<file path="config.mk">
export PLATFORM = sky130hd
export DESIGN_NAME = oflow_dma_set_feeder
export DESIGN_NICKNAME = d
export VERILOG_FILES = /design/src/rtl/oflow_dma_pkg.sv /design/src/rtl/oflow_dma_set_fetch.sv /design/src/rtl/oflow_dma_set_feeder.sv
export SDC_FILE = /design/constraint.sdc
export NUM_CORES = 1
export LEC_CHECK = 0
export ABC_AREA = 1
export CAP_MARGIN = 20
export CORE_UTILIZATION = 42
export DETAILED_ROUTE_END_ITERATION = 6
export PLACE_DENSITY = 0.77
export REMOVE_ABC_BUFFERS = 1
export SLEW_MARGIN = 20
export SYNTH_ARGS = -nofsm -noshare
export SYNTH_HDL_FRONTEND = slang
export SYNTH_SLANG_ARGS = --single-unit
</file>
<file path="constraint.sdc">
create_clock -name clk -period 2.85 [get_ports clk]
set_input_delay 0.4275 -clock clk [delete_from_list [all_inputs] [get_ports clk]]
set_output_delay 0.4275 -clock clk [all_outputs]
set_load 0.005 [all_outputs]
</file>
<file path="src/rtl/oflow_dma_pkg.sv">
// Shared constants and state encoding for the DMA set feeder.
package oflow_dma_pkg;

    localparam int unsigned DMA_PE_NUM   = 24;
    localparam int unsigned DMA_BBOX_W   = 9;
    localparam int unsigned DMA_ADDR_W   = 12;
    localparam int unsigned DMA_FRAME_W  = 8;
    localparam int unsigned DMA_IDX_W    = 5;
    localparam int unsigned DMA_CREDIT_W = 2;

    typedef enum logic [2:0] {
        S_IDLE        = 3'd0,
        S_WAIT_DESC   = 3'd1,
        S_LAUNCH      = 3'd2,
        S_WAIT_CREDIT = 3'd3,
        S_FETCH       = 3'd4,
        S_DRAIN       = 3'd5,
        S_ANNOUNCE    = 3'd6,
        S_WAIT_FRAME  = 3'd7
    } dma_state_e;

endpackage

</file>
<file path="src/rtl/oflow_dma_set_fetch.sv">
// Streams one set: one read per cycle from a start address, with the
// buffer write strobe and slot index trailing the read by one cycle.
module oflow_dma_set_fetch
    import oflow_dma_pkg::*;
#(
    parameter int unsigned BBOX_W = DMA_BBOX_W,
    parameter int unsigned ADDR_W = DMA_ADDR_W
) (
    input  logic                 clk,
    input  logic                 reset,
    input  logic                 start,
    input  logic [ADDR_W-1:0]    start_addr,
    input  logic [BBOX_W-1:0]    start_size,
    output logic                 rd_en,
    output logic [ADDR_W-1:0]    rd_addr,
    output logic                 fe_wr_en,
    output logic [DMA_IDX_W-1:0] fe_wr_idx,
    output logic                 busy,
    output logic                 done
);

    logic                 rd_en_q,     rd_en_d;
    logic [ADDR_W-1:0]    rd_addr_q,   rd_addr_d;
    logic [DMA_IDX_W-1:0] rd_idx_q,    rd_idx_d;
    logic [BBOX_W-1:0]    remain_q,    remain_d;
    logic                 fe_wr_en_q,  fe_wr_en_d;
    logic [DMA_IDX_W-1:0] fe_wr_idx_q, fe_wr_idx_d;

    // Read sequencing: remain_q counts reads still to issue after the current one.
    always_comb begin
        rd_en_d     = 1'b0;
        rd_addr_d   = rd_addr_q;
        rd_idx_d    = rd_idx_q;
        remain_d    = remain_q;
        fe_wr_en_d  = rd_en_q;
        fe_wr_idx_d = rd_idx_q;
        if (start) begin
            rd_en_d   = 1'b1;
            rd_addr_d = start_addr;
            rd_idx_d  = '0;
            remain_d  = start_size - BBOX_W'(1);
        end else if (rd_en_q && (remain_q != '0)) begin
            rd_en_d   = 1'b1;
            rd_addr_d = rd_addr_q + ADDR_W'(1);
            rd_idx_d  = rd_idx_q + DMA_IDX_W'(1);
            remain_d  = remain_q - BBOX_W'(1);
        end
    end

    // State registers; reset abandons any set in flight.
    always_ff @(posedge clk) begin
        if (reset) begin
            rd_en_q     <= 1'b0;
            rd_addr_q   <= '0;
            rd_idx_q    <= '0;
            remain_q    <= '0;
            fe_wr_en_q  <= 1'b0;
            fe_wr_idx_q <= '0;
        end else begin
            rd_en_q     <= rd_en_d;
            rd_addr_q   <= rd_addr_d;
            rd_idx_q    <= rd_idx_d;
            remain_q    <= remain_d;
            fe_wr_en_q  <= fe_wr_en_d;
            fe_wr_idx_q <= fe_wr_idx_d;
        end
    end

    assign rd_en     = rd_en_q;
    assign rd_addr   = rd_addr_q;
    assign fe_wr_en  = fe_wr_en_q;
    assign fe_wr_idx = fe_wr_idx_q;
    assign busy      = rd_en_q;
    assign done      = rd_en_q && (remain_q == '0);

endmodule

</file>
<file path="src/rtl/oflow_dma_set_feeder.sv">
// Frame/set feeder for the core FSM: takes a descriptor per frame, launches
// the core, and fetches each set of up to PE_NUM bboxes per granted credit.
module oflow_dma_set_feeder
    import oflow_dma_pkg::*;
#(
    parameter int unsigned PE_NUM  = DMA_PE_NUM,
    parameter int unsigned BBOX_W  = DMA_BBOX_W,
    parameter int unsigned ADDR_W  = DMA_ADDR_W,
    parameter int unsigned FRAME_W = DMA_FRAME_W
) (
    input  logic                 clk,
    input  logic                 reset,
    input  logic                 start,
    input  logic [FRAME_W-1:0]   num_of_total_frames,
    input  logic                 desc_valid,
    output logic                 desc_ready,
    input  logic [BBOX_W-1:0]    desc_bbox_num,
    input  logic [ADDR_W-1:0]    desc_base_addr,
    output logic                 core_start,
    output logic                 new_frame,
    output logic [BBOX_W-1:0]    num_of_bbox_in_frame,
    input  logic                 ready_new_set,
    input  logic                 ready_new_frame,
    output logic                 new_set_from_dma,
    output logic [BBOX_W-1:0]    set_bbox_count,
    output logic                 rd_en,
    output logic [ADDR_W-1:0]    rd_addr,
    output logic                 fe_wr_en,
    output logic [DMA_IDX_W-1:0] fe_wr_idx,
    output logic [FRAME_W-1:0]   frame_num,
    output logic                 done_all,
    output logic                 credit_err
);

    localparam logic [BBOX_W-1:0]       PE_B       = BBOX_W'(PE_NUM);
    localparam logic [DMA_CREDIT_W-1:0] CREDIT_MAX = '1;

    dma_state_e                state_q, state_d;
    logic [FRAME_W-1:0]        total_q, total_d;
    logic [FRAME_W-1:0]        frame_num_q, frame_num_d;
    logic [BBOX_W-1:0]         bbox_num_q, bbox_num_d;
    logic [BBOX_W-1:0]         bbox_idx_q, bbox_idx_d;
    logic [BBOX_W-1:0]         sets_left_q, sets_left_d;
    logic [BBOX_W-1:0]         set_size_q, set_size_d;
    logic [BBOX_W-1:0]         set_bbox_count_q, set_bbox_count_d;
    logic [ADDR_W-1:0]         base_q, base_d;
    logic [DMA_CREDIT_W-1:0]   credit_q, credit_d;
    logic                      credit_err_q, credit_err_d;
    logic                      frame_flag_q, frame_flag_d;
    logic                      core_start_q, core_start_d;
    logic                      new_frame_q, new_frame_d;
    logic                      new_set_q, new_set_d;
    logic                      done_all_q, done_all_d;

    logic [BBOX_W-1:0]         remain_c;
    logic [BBOX_W-1:0]         set_size_c;
    logic [BBOX_W-1:0]         sets_c;
    logic                      rem_nz_c;
    logic [ADDR_W-1:0]         fetch_addr_c;
    logic                      consume_c;
    logic                      fetch_start_c;
    logic                      fetch_busy_c;
    logic                      fetch_done_c;

    // Per-set and per-frame arithmetic: set size clamp, set count, fetch address.
    always_comb begin
        remain_c     = bbox_num_q - bbox_idx_q;
        set_size_c   = (remain_c > PE_B) ? PE_B : remain_c;
        rem_nz_c     = (desc_bbox_num % PE_B) != '0;
        sets_c       = (desc_bbox_num / PE_B) + BBOX_W'(rem_nz_c);
        fetch_addr_c = base_q + ADDR_W'(bbox_idx_q);
        consume_c    = (state_q == S_WAIT_CREDIT) && (credit_q != '0);
    end

    // Next-state, credit accounting and registered output pulses.
    always_comb begin
        state_d          = state_q;
        total_d          = total_q;
        frame_num_d      = frame_num_q;
        bbox_num_d       = bbox_num_q;
        bbox_idx_d       = bbox_idx_q;
        sets_left_d      = sets_left_q;
        set_size_d       = set_size_q;
        set_bbox_count_d = set_bbox_count_q;
        base_d           = base_q;
        credit_d         = credit_q;
        credit_err_d     = credit_err_q;
        frame_flag_d     = frame_flag_q | ready_new_frame;
        core_start_d     = 1'b0;
        new_frame_d      = 1'b0;
        new_set_d        = 1'b0;
        done_all_d       = 1'b0;
        fetch_start_c    = 1'b0;

        // Simultaneous grant and consumption cancel out; a grant at the
        // saturated count is lost and flagged.
        if (ready_new_set && !consume_c) begin
            if (credit_q == CREDIT_MAX) begin
                credit_err_d = 1'b1;
            end else begin
                credit_d = credit_q + DMA_CREDIT_W'(1);
            end
        end else if (!ready_new_set && consume_c) begin
            credit_d = credit_q - DMA_CREDIT_W'(1);
        end

        case (state_q)
            S_IDLE: begin
                if (start) begin
                    if (num_of_total_frames != '0) begin
                        total_d      = num_of_total_frames;
                        frame_num_d  = '0;
                        credit_d     = '0;
                        frame_flag_d = 1'b0;
                        state_d      = S_WAIT_DESC;
                    end else begin
                        done_all_d = 1'b1;
                    end
                end
            end
            S_WAIT_DESC: begin
                if (desc_valid) begin
                    bbox_num_d   = desc_bbox_num;
                    base_d       = desc_base_addr;
                    sets_left_d  = sets_c;
                    bbox_idx_d   = '0;
                    core_start_d = (frame_num_q == '0);
                    new_frame_d  = (frame_num_q != '0);
                    state_d      = S_LAUNCH;
                end
            end
            S_LAUNCH: begin
                state_d = (sets_left_q == '0) ? S_WAIT_FRAME : S_WAIT_CREDIT;
            end
            S_WAIT_CREDIT: begin
                if (consume_c) begin
                    set_size_d    = set_size_c;
                    bbox_idx_d    = bbox_idx_q + set_size_c;
                    fetch_start_c = 1'b1;
                    state_d       = S_FETCH;
                end
            end
            S_FETCH: begin
                if (fetch_done_c) begin
                    state_d = S_DRAIN;
                end
            end
            S_DRAIN: begin
                if (!fetch_busy_c) begin
                    new_set_d        = 1'b1;
                    set_bbox_count_d = set_size_q;
                    state_d          = S_ANNOUNCE;
                end
            end
            S_ANNOUNCE: begin
                sets_left_d = sets_left_q - BBOX_W'(1);
                state_d     = (sets_left_q > BBOX_W'(1)) ? S_WAIT_CREDIT : S_WAIT_FRAME;
            end
            S_WAIT_FRAME: begin
                if (frame_flag_q) begin
                    frame_flag_d = ready_new_frame;
                    frame_num_d  = frame_num_q + FRAME_W'(1);
                    if ((frame_num_q + FRAME_W'(1)) == total_q) begin
                        done_all_d = 1'b1;
                        state_d    = S_IDLE;
                    end else begin
                        state_d = S_WAIT_DESC;
                    end
                end
            end
            default: state_d = S_IDLE;
        endcase
    end

    // State and output registers.
    always_ff @(posedge clk) begin
        if (reset) begin
            state_q          <= S_IDLE;
            total_q          <= '0;
            frame_num_q      <= '0;
            bbox_num_q       <= '0;
            bbox_idx_q       <= '0;
            sets_left_q      <= '0;
            set_size_q       <= '0;
            set_bbox_count_q <= '0;
            base_q           <= '0;
            credit_q         <= '0;
            credit_err_q     <= 1'b0;
            frame_flag_q     <= 1'b0;
            core_start_q     <= 1'b0;
            new_frame_q      <= 1'b0;
            new_set_q        <= 1'b0;
            done_all_q       <= 1'b0;
        end else begin
            state_q          <= state_d;
            total_q          <= total_d;
            frame_num_q      <= frame_num_d;
            bbox_num_q       <= bbox_num_d;
            bbox_idx_q       <= bbox_idx_d;
            sets_left_q      <= sets_left_d;
            set_size_q       <= set_size_d;
            set_bbox_count_q <= set_bbox_count_d;
            base_q           <= base_d;
            credit_q         <= credit_d;
            credit_err_q     <= credit_err_d;
            frame_flag_q     <= frame_flag_d;
            core_start_q     <= core_start_d;
            new_frame_q      <= new_frame_d;
            new_set_q        <= new_set_d;
            done_all_q       <= done_all_d;
        end
    end

    oflow_dma_set_fetch #(
        .BBOX_W (BBOX_W),
        .ADDR_W (ADDR_W)
    ) u_fetch (
        .clk        (clk),
        .reset      (reset),
        .start      (fetch_start_c),
        .start_addr (fetch_addr_c),
        .start_size (set_size_c),
        .rd_en      (rd_en),
        .rd_addr    (rd_addr),
        .fe_wr_en   (fe_wr_en),
        .fe_wr_idx  (fe_wr_idx),
        .busy       (fetch_busy_c),
        .done       (fetch_done_c)
    );

    assign desc_ready           = (state_q == S_WAIT_DESC);
    assign core_start           = core_start_q;
    assign new_frame            = new_frame_q;
    assign num_of_bbox_in_frame = bbox_num_q;
    assign new_set_from_dma     = new_set_q;
    assign set_bbox_count       = set_bbox_count_q;
    assign frame_num            = frame_num_q;
    assign done_all             = done_all_q;
    assign credit_err           = credit_err_q;

endmodule

</file>
* After elaboration in Yosys (flattened, before gate mapping)
Index checks and enable logic that the tools add are counted.
** Cells by class
- $add $sub $neg :: 12
- Divide/modulo/power cells :: 2
- $lt $le $gt $ge :: 2
- Equality and inequality tests :: 16
- Muxes and demuxes :: 45
- Bitwise gates (word level) :: 5
- Reduce and logical (&&, ||, !) cells :: 32
** Operators by type and width (number)
- $mux W9 :: 6
- $pmux W9 S2 :: 2
- $mux W3 :: 9
- $sub A9 B1 Y9 const B :: 3
- $mux W12 :: 2
- $mux W8 :: 3
- $pmux W3 S8 :: 1
- $logic_not A9 Y1 :: 2
- $reduce_bool A9 Y1 :: 2
- $pmux W8 S2 :: 1
- $reduce_bool A8 Y1 :: 2
- $ne A2 B2 Y1 const B :: 7
- $mux W1 :: 13
- $add A12 B1 Y12 const B :: 1
- $add A12 B9 Y12 :: 1
- $eq A3 B3 Y1 const B :: 4
- $mux W2 :: 6
- $reduce_and A2 Y1 :: 5
- $reduce_bool A2 Y1 :: 5
- $add A9 B1 Y9 :: 1
- $add A9 B9 Y9 :: 1
- $div A9 B5 Y9 const B :: 1
- $gt A9 B1 Y1 const B :: 1
- $gt A9 B5 Y1 const B :: 1
- other kinds (22) :: 34
** Storage, ports and cells
- Register bits :: 117
- Bits of input ports :: 35

* Logic depth before layout (Yosys ltp)
Gate-level depths: netlist of run 1.
- Word-level depth :: 8
- Depth in mapped cells :: 26
- Mapped depth without buffers :: 26

* Modules after synthesis
Synthesis of run 1 repeated with hierarchy kept, for this count alone.
** Unflattened totals
- Cell total of the unflattened synthesis :: 1055
- Area total of the unflattened synthesis :: 7065.5 um^2
** By module, submodules not included
- oflow_dma_set_feeder :: instances 1, cells each 724, area each 4977.3 um^2
- oflow_dma_set_fetch :: instances 1, cells each 331, area each 2088.3 um^2

* Worst setup path before layout of run 1
OpenSTA, ideal clock, no wires.
- Kind :: register to register
- From :: register bbox_idx_q[0]
- To :: register bbox_idx_q[8]
- Data arrival time :: 3.024 ns
- Setup slack :: -0.306 ns
- Stages on the path, launching flop included :: 26
- Buffers on the path :: 0
- Cells stage by stage :: dfxtp_1 > ha_1 > inv_1 > fa_1 > nand3_1 > nand3_1 > nand2_1 > nand2_1 > nor2_1 > nand2_1 > nand2_2 > nor2_2 > nand2_1 > nor2_1 > fa_1 > nand3_1 > nand2_1 > nand2_1 > nand2_1 > a21oi_1 > nor2_1 > nor2_1 > o21bai_1 > o21ai_0 > a21o_1 > a21oi_1
** Between the ends
- Word-level cells in the longest chain between the ends :: 6
** RTL lines
- start, declared :: RTL line oflow_dma_set_feeder.sv:42 : logic [BBOX_W-1:0] bbox_idx_q, bbox_idx_d;
- start signal, assigned :: RTL line oflow_dma_set_feeder.sv:199 : bbox_idx_q <= bbox_idx_d;
- $sub A9 B9 Y9 * :: RTL line oflow_dma_set_feeder.sv:67 : remain_c = bbox_num_q - bbox_idx_q;
- $gt A9 B5 Y1 :: RTL line oflow_dma_set_feeder.sv:68 : set_size_c = (remain_c > PE_B) ? PE_B : remain_c;
- $mux W9 * :: RTL line oflow_dma_set_feeder.sv:68
- via set_size_c[1] :: RTL line oflow_dma_set_feeder.sv:56 : logic [BBOX_W-1:0] set_size_c;
- $add A9 B9 Y9 * :: RTL line oflow_dma_set_feeder.sv:138 : bbox_idx_d = bbox_idx_q + set_size_c;
- $mux W9 * :: RTL line oflow_dma_set_feeder.sv:136 : if (consume_c) begin
- $pmux W9 S2 * :: RTL line oflow_dma_set_feeder.sv:107 : case (state_q)
The timed path passes the listed nets; every way through them passes the cells marked *. The select of a mux whose other input is x is not followed.
A chain may end at the register's enable or synchronous reset.

* Worst setup path after layout of run 1
- From :: register bbox_num_q[0] (netlist: num_of_bbox_in_frame[0])
- To :: register bbox_idx_q[8]
** Between the ends
- Word-level cells in the longest chain between the ends :: 6
** RTL lines
- start, declared :: RTL line oflow_dma_set_feeder.sv:41 : logic [BBOX_W-1:0] bbox_num_q, bbox_num_d;
- start signal, assigned :: RTL line oflow_dma_set_feeder.sv:198 : bbox_num_q <= bbox_num_d;
- $sub A9 B9 Y9 * :: RTL line oflow_dma_set_feeder.sv:67
- $gt A9 B5 Y1 :: RTL line oflow_dma_set_feeder.sv:68
- $mux W9 * :: RTL line oflow_dma_set_feeder.sv:68
- $add A9 B9 Y9 * :: RTL line oflow_dma_set_feeder.sv:138
- $mux W9 * :: RTL line oflow_dma_set_feeder.sv:136
- $pmux W9 S2 * :: RTL line oflow_dma_set_feeder.sv:107
Mark *: on every way between the ends. The rest lies on a longest branch, timed or not. The select of a mux whose other input is x is not followed.

==> results.json, run 1 <==
{
  "status": "finished, violations left",
  "violations": "negative setup slack",
  "drive_gt1_share_pct": 17.28,
  "vias": 6769,
  "clockBufferDepth": 2,
  "num_antenna_cells": 0,
  "ios": 86,
  "synth-seq-cells": 117,
  "grt_antenna_before_repair": 0,
  "grt_pass1_wl_um": 28320,
  "synth_flop_cell": "dfxtp_1",
  "grt_max_degree": 47,
  "netlist_area_mm2": 0.006573,
  "ctsHtreeMaxLevel": 4,
  "drv_cap": 0,
  "grt-ovfl-total": 0,
  "clkTransAtPathRegs_ns": 0.06,
  "cp_max_fo": 3,
  "start_util_pct": 43.08,
  "die_h_um": 127.1,
  "track_usage_pct": 21.97,
  "holdWs_ns": 0.4390,
  "rows": 45,
  "cts_inserted_buffers": 17,
  "place_congestion": 0.8834,
  "cp-start-kind": "register",
  "finalCriticalPeriod_ns": 3.342,
  "relSlewSlack_pct": 53.59,
  "stdcell_count": 1351,
  "synth-edff-count": 0,
  "utilization_pct": 59.36,
  "synth_top_area_share_pct": 35.64,
  "end_kind": "register",
  "finalNetCount": 1201,
  "clock_sinks": 117,
  "cts_root_buf": "clkbuf_16",
  "io_buffers": 85,
  "num-fill-cells": 1321,
  "rsz0062_at_grt": "true",
  "vias_per_cell": 5.010,
  "hold_path_class": "reg2reg",
  "tns_ns": -2.479,
  "finalPower_uw": 7117,
  "skew_ns": 0.006791,
  "fin_ws_ns": -0.4923,
  "core_area_mm2": 0.01526,
  "crit_type": "reg2reg",
  "cts_tree": "done",
  "synth_most_common_cell": "nand2_1",
  "setup_viol": 12,
  "period_share_pct": 117.3,
  "syn_inst": 962,
  "drc": 0,
  "wirelength_um": 17710,
  "wire_per_inst_um": 13.11,
  "yosysTopAreaCell": "dfxtp_1",
  "tightest_slew_ns": 0.6936,
  "finalMaxSlewViolations": 0,
  "required_ns": 3.13,
  "dr.pass1.iters": 5,
  "place_hpwl_um": 11940,
  "grt_pass1_vias": 6228,
  "synthTopCellsByCount": "189 x nand2_1, 130 x inv_1, 129 x nor2_1",
  "yosys_warnings": 0,
  "ff2ff_path_depth": 25,
  "area_growth_pct": 37.81,
  "ys_seq_area_share_pct": 35.64,
  "power.leakage_uw": 0.004080,
  "dp_cells": 1301,
  "holdPathStages": 2,
  "synth.distinct_cells": 50,
  "ant_nets": 0,
  "max-vdd-ir-drop_uv": 533.2,
  "fmax_mhz": 299.2,
  "syn_area_per_cell_um2": 6.832,
  "clk_latency_ns": 0.42,
  "drt_iter0_drc": 393,
  "die_x_um": 127.1,
  "arrival_ns": 3.63,
  "die_area_mm2": 0.01615,
  "synth_area_leaders": "dfxtp_1 36%, nand2_1 11%, inv_1 7.4%, nor2_1 7.4%, ha_1 6.9%",
  "reg2reg_slack_ns": -0.49,
  "power_density_mw_per_mm2": 785.8,
  "hold_viol": 0,
  "synthArstFlopShare_pct": 0
}
flip-flops by register name (all words and copies together) (netlist names), 2 cells and up:
register	count
frame_num	8
set_bbox_count	9
u_fetch.remain_q	9
state_q	3
sets_left_q	9
set_size_q	9
u_fetch.fe_wr_idx_d	5
u_fetch.fe_wr_idx	5
credit_q	2
total_q	8
bbox_idx_q	9
num_of_bbox_in_frame	9
base_q	12
u_fetch.rd_addr	12
critical path, cell delays in order, from the launching register on:
cell	delay, ns
dfxtp_2	0.33
inv_2	0.08
ha_4	0.14
inv_4	0.03
fa_2	0.54
inv_2	0.06
nand2_2	0.08
nor2_4	0.05
nor2_2	0.11
nand2_1	0.06
nand2_2	0.11
nor2_4	0.05
nand2_4	0.09
nor3_4	0.06
fa_2	0.42
nand3_2	0.09
nand2_2	0.05
nand2_1	0.05
nand2_1	0.07
a21oi_2	0.19
nor2_2	0.06
nor2_1	0.09
o21bai_1	0.09
o21ai_1	0.13
a21o_1	0.12
a21oi_2	0.05
through the flow:
stage                     setup WS [ns]  instance area (um^2)
final                           -0.4923                  9057
after global routing            -0.6952                  9057
after CTS                       -0.4108                  8852
after detailed placement        -0.5075                  8094
after global placement          -0.3787                  8094
after floorplan                 -0.3255                  6471
worst paths after layout:
check	start	to
worst max-delay path	num_of_bbox_in_frame[0]	bbox_idx_q[8]
worst min-delay path	set_size_q[5]	set_size_q[5]
worst max register to register	num_of_bbox_in_frame[0]	bbox_idx_q[8]
worst min register to register	set_size_q[5]	set_size_q[5]
placed cells by master, fill, tap and decap left out, types with 3 or more instances in the layout:
cell type and instances:
clkdlybuf4s50_1 84, nand2_2 21, inv_2 6, clkbuf_16 17, inv_1 125, clkbuf_1 3
dfxtp_1 115, buf_6 7, o31ai_1 3, conb_1 3, o21ai_0 78, or2_2 3
clkinv_2 8, nand3_2 8, buf_4 79, o21ai_1 3, nor4_1 7, nor2_1 121
nand4_1 16, nand3b_1 3, ha_1 29, xnor2_1 5, nand2_1 175, a21oi_2 7
nand2_4 5, ha_4 5, a21oi_1 79, nor3_1 10, nor2_2 6, a211oi_1 4
nand3_1 30, nor2_4 8, xor2_1 15, a31oi_1 9
what timing repair did:
action | CTS | global route
pin swaps | 21 | 33
gates resized for setup | 37 | 40
hold buffers | 0 | 0
endpoints found under the setup margin | 6 | 18
setup buffers | 11 | 7
cell type report:
cell class                      count  area, um^2  area share [%]
Clock buffer                       21       450.4           4.973
Clock inverter                     11       85.08          0.9394
Inverter                          133       501.7           5.539
Multi-Input combinational cell    687        3894           42.99
Sequential cell                   117        2345           25.89
Tap cell                          211       264.0           2.915
Timing Repair Buffer              171        1518           16.76
routing by layer:
metal  global-route usage, %  part of all wire (%)  vias up
met5                       0                     0        -
met4                   10.99                   3.1        0
met3                   4.690                   4.6       41
met2                   36.26                    47      181
met1                   27.15                    45     3062
li1                        -                     -     3485
power breakdown:
group | internal [uW] | switching (uW)
clock | 1200 | 750
combinational | 1430 | 1710
sequential | 1860 | 158
logic make-up (layout without fill, tap and decap cells):
kind of cell	after synthesis	after routing	synth area share, %
simple gates	419	419	27.32
compound gates	205	205	17.17
buf+inv	160	336	9.252
flops	117	117	35.64
fa+ha+maj	39	39	7.767
xor+xnor	21	21	2.798
other cells	1	3	0.05706
No activity file was read; power rests on OpenSTA's default activity.
==> run 2, diff against run 1 <==
Settings changed: CORE_UTILIZATION 42 to 50, PLACE_DENSITY 0.77 to 0.87.
==> run 2 against run 1 <==
  * The run still ends with negative setup slack left
  * Wire length increased by 38%
  * Clock skew increased by 0.0025 ns
  * Clock power increased by 37%
  * Non-clock buffer count increased by 2
  * Total power increased by 18%
  * Count of clock-buffer cells in the layout decreased by 1
  * Sequential share of layout area decreased by 0.66 points
  * Critical endpoint unchanged
==> results.json, run 2 (synthesis gave the netlist of run 1 again) <==
{
  "area_growth_pct": 41.42,
  "rows": 41,
  "rsz0062_at_grt": "true",
  "tightest_slew_ns": 0.7107,
  "required_ns": 3.14,
  "wire_per_inst_um": 18.56,
  "final_cell_mix": "169 x nand2_1, 125 x inv_1, 119 x nor2_1",
  "track_usage_pct": 32.88,
  "vias": 7874,
  "power.leakage_uw": 0.004184,
  "finalMaxSlewViolations": 0,
  "finalCriticalPeriod_ns": 3.577,
  "die_h_um": 116.7,
  "clkTransAtPathRegs_ns": 0.06,
  "power_density_mw_per_mm2": 906.1,
  "period_share_pct": 125.5,
  "dr.pass1.iters": 6,
  "clock_sinks": 117,
  "fin_ws_ns": -0.7266,
  "relSlewSlack_pct": 52.44,
  "grt_pass1_vias": 7212,
  "crit_buf_inv": 3,
  "hold_viol": 0,
  "grt-ovfl-total": 0,
  "place_hpwl_um": 12320,
  "io_buffers": 85,
  "finalNetCount": 1203,
  "end_kind": "register",
  "regArea_mm2": 0.002345,
  "cp_cell_sequence": "inv_2 > ha_4 > inv_2 > fa_2 > inv_2 > nand2_2 > nor2_2 > nor2_2 > nand2_2 > nand2_4 > nor3_4 > nand2_2 > ha_4 > a21oi_4 > nand2_2 > nand2_1 > nand2_1 > a21oi_2 > nor2_2 > nor2_1 > o21bai_1 > o21ai_1 > a21o_1 > a21oi_2",
  "layout_commonest_cell": "nand2_1",
  "arrival_ns": 3.87,
  "vias_per_cell": 5.992,
  "crit_top_cell": "nand2_2",
  "grt_max_degree": 47,
  "drt_iter0_drc": 1189,
  "place_congestion": 0.9200,
  "num_antenna_cells": 0,
  "clockBufferDepth": 2,
  "skew_ns": 0.009292,
  "ant_nets": 0,
  "violations": "negative setup slack",
  "cp_max_fo": 3,
  "hold_path_class": "in2reg",
  "status": "finished, violations left",
  "num-fill-cells": 873,
  "drv_cap": 0,
  "grt_antenna_before_repair": 0,
  "place_ws_ns": -0.5042,
  "multi_input_area_mm2": 0.003976,
  "drive_gt1_share_pct": 18.65,
  "ios": 86,
  "cts_inserted_buffers": 17,
  "wirelength_um": 24380,
  "fmax_mhz": 279.6,
  "setup_viol": 14,
  "crit_type": "reg2reg",
  "slowest_stage": "fa_2",
  "tns_ns": -4.526,
  "clk_latency_ns": 0.44,
  "holdWs_ns": 0.3994,
  "crit_family": "simple AND/OR/NAND/NOR gates",
  "core_area_mm2": 0.01272,
  "max-vdd-ir-drop_uv": 489.2,
  "die_area_mm2": 0.01361,
  "die_x_um": 116.7,
  "cts_tree": "done",
  "cts_root_buf": "clkbuf_16",
  "drc": 0,
  "grt_pass1_wl_um": 34570,
  "cp-start-kind": "register",
  "ctsHtreeMaxLevel": 4,
  "max_stage_delay_ns": 0.45,
  "start_util_pct": 51.66
}
run 2: what timing repair did:
item	in CTS	in global routing
resized for setup	52	47
buffers inserted	20	8
hold buffers	0	0
setup endpoints to repair	9	20
pin swaps	40	41
run 2: layout make-up:
type                       count  area share, %
timing repair buffer         173          16.48
sequential                   117          25.23
clock buffer                  20          4.913
clock inverter                12          2.921
inverter                     133          5.371
tap                          172          2.315
multi-input combinational    687          42.78
run 2: worst paths after layout:
| path | cells after the start | slack (ns) | startpoint | endpoint |
|---|---|---|---|---|
| min | 4 | 0.40 | desc_bbox_num[7] | num_of_bbox_in_frame[7] |
| max reg2reg | 24 | -0.73 | num_of_bbox_in_frame[0] | bbox_idx_q[8] |
| max | 24 | -0.73 | num_of_bbox_in_frame[0] | bbox_idx_q[8] |
| min reg2reg | 2 | 0.44 | set_size_q[6] | set_size_q[6] |
run 2: layer usage:
layer  vias to the layer above  wire length, um  share of wire, %  track usage, %
met2                       643            11250                46           55.19
met3                       207             2614                11           8.407
met4                         0             1755               7.2           19.32
met1                      3544             8759                36           37.88
li1                       3480                -                 -               -
met5                         -                0                 0               0
run 2: worst register-to-register path: cells and delay by family (launching register included):
family,cells,cell delay [ns]
simple gates,12,1.27
flops,1,0.33
fa+ha+maj,3,0.86
compound gates,6,0.77
buf+inv,3,0.20
run 2: power breakdown:
group	internal, uW	leakage (uW)	switching, uW
combinational	1530	0.00288	2150
clock	1870	0.000355	815
sequential	1860	0.000950	195
total	5260	0.00418	3160
run 2: metrics by stage:
step                      utilization [%]  power [uW]  area (um^2)  std cells
after floorplan                         -        3541         6471        937
after global placement              63.18        4496         8038       1261
after detailed placement            63.18        4582         8038       1261
after CTS                           71.47        7752         9092       1311
after global routing                73.06        8704         9295       1314
final                               73.06        8422         9295       1314
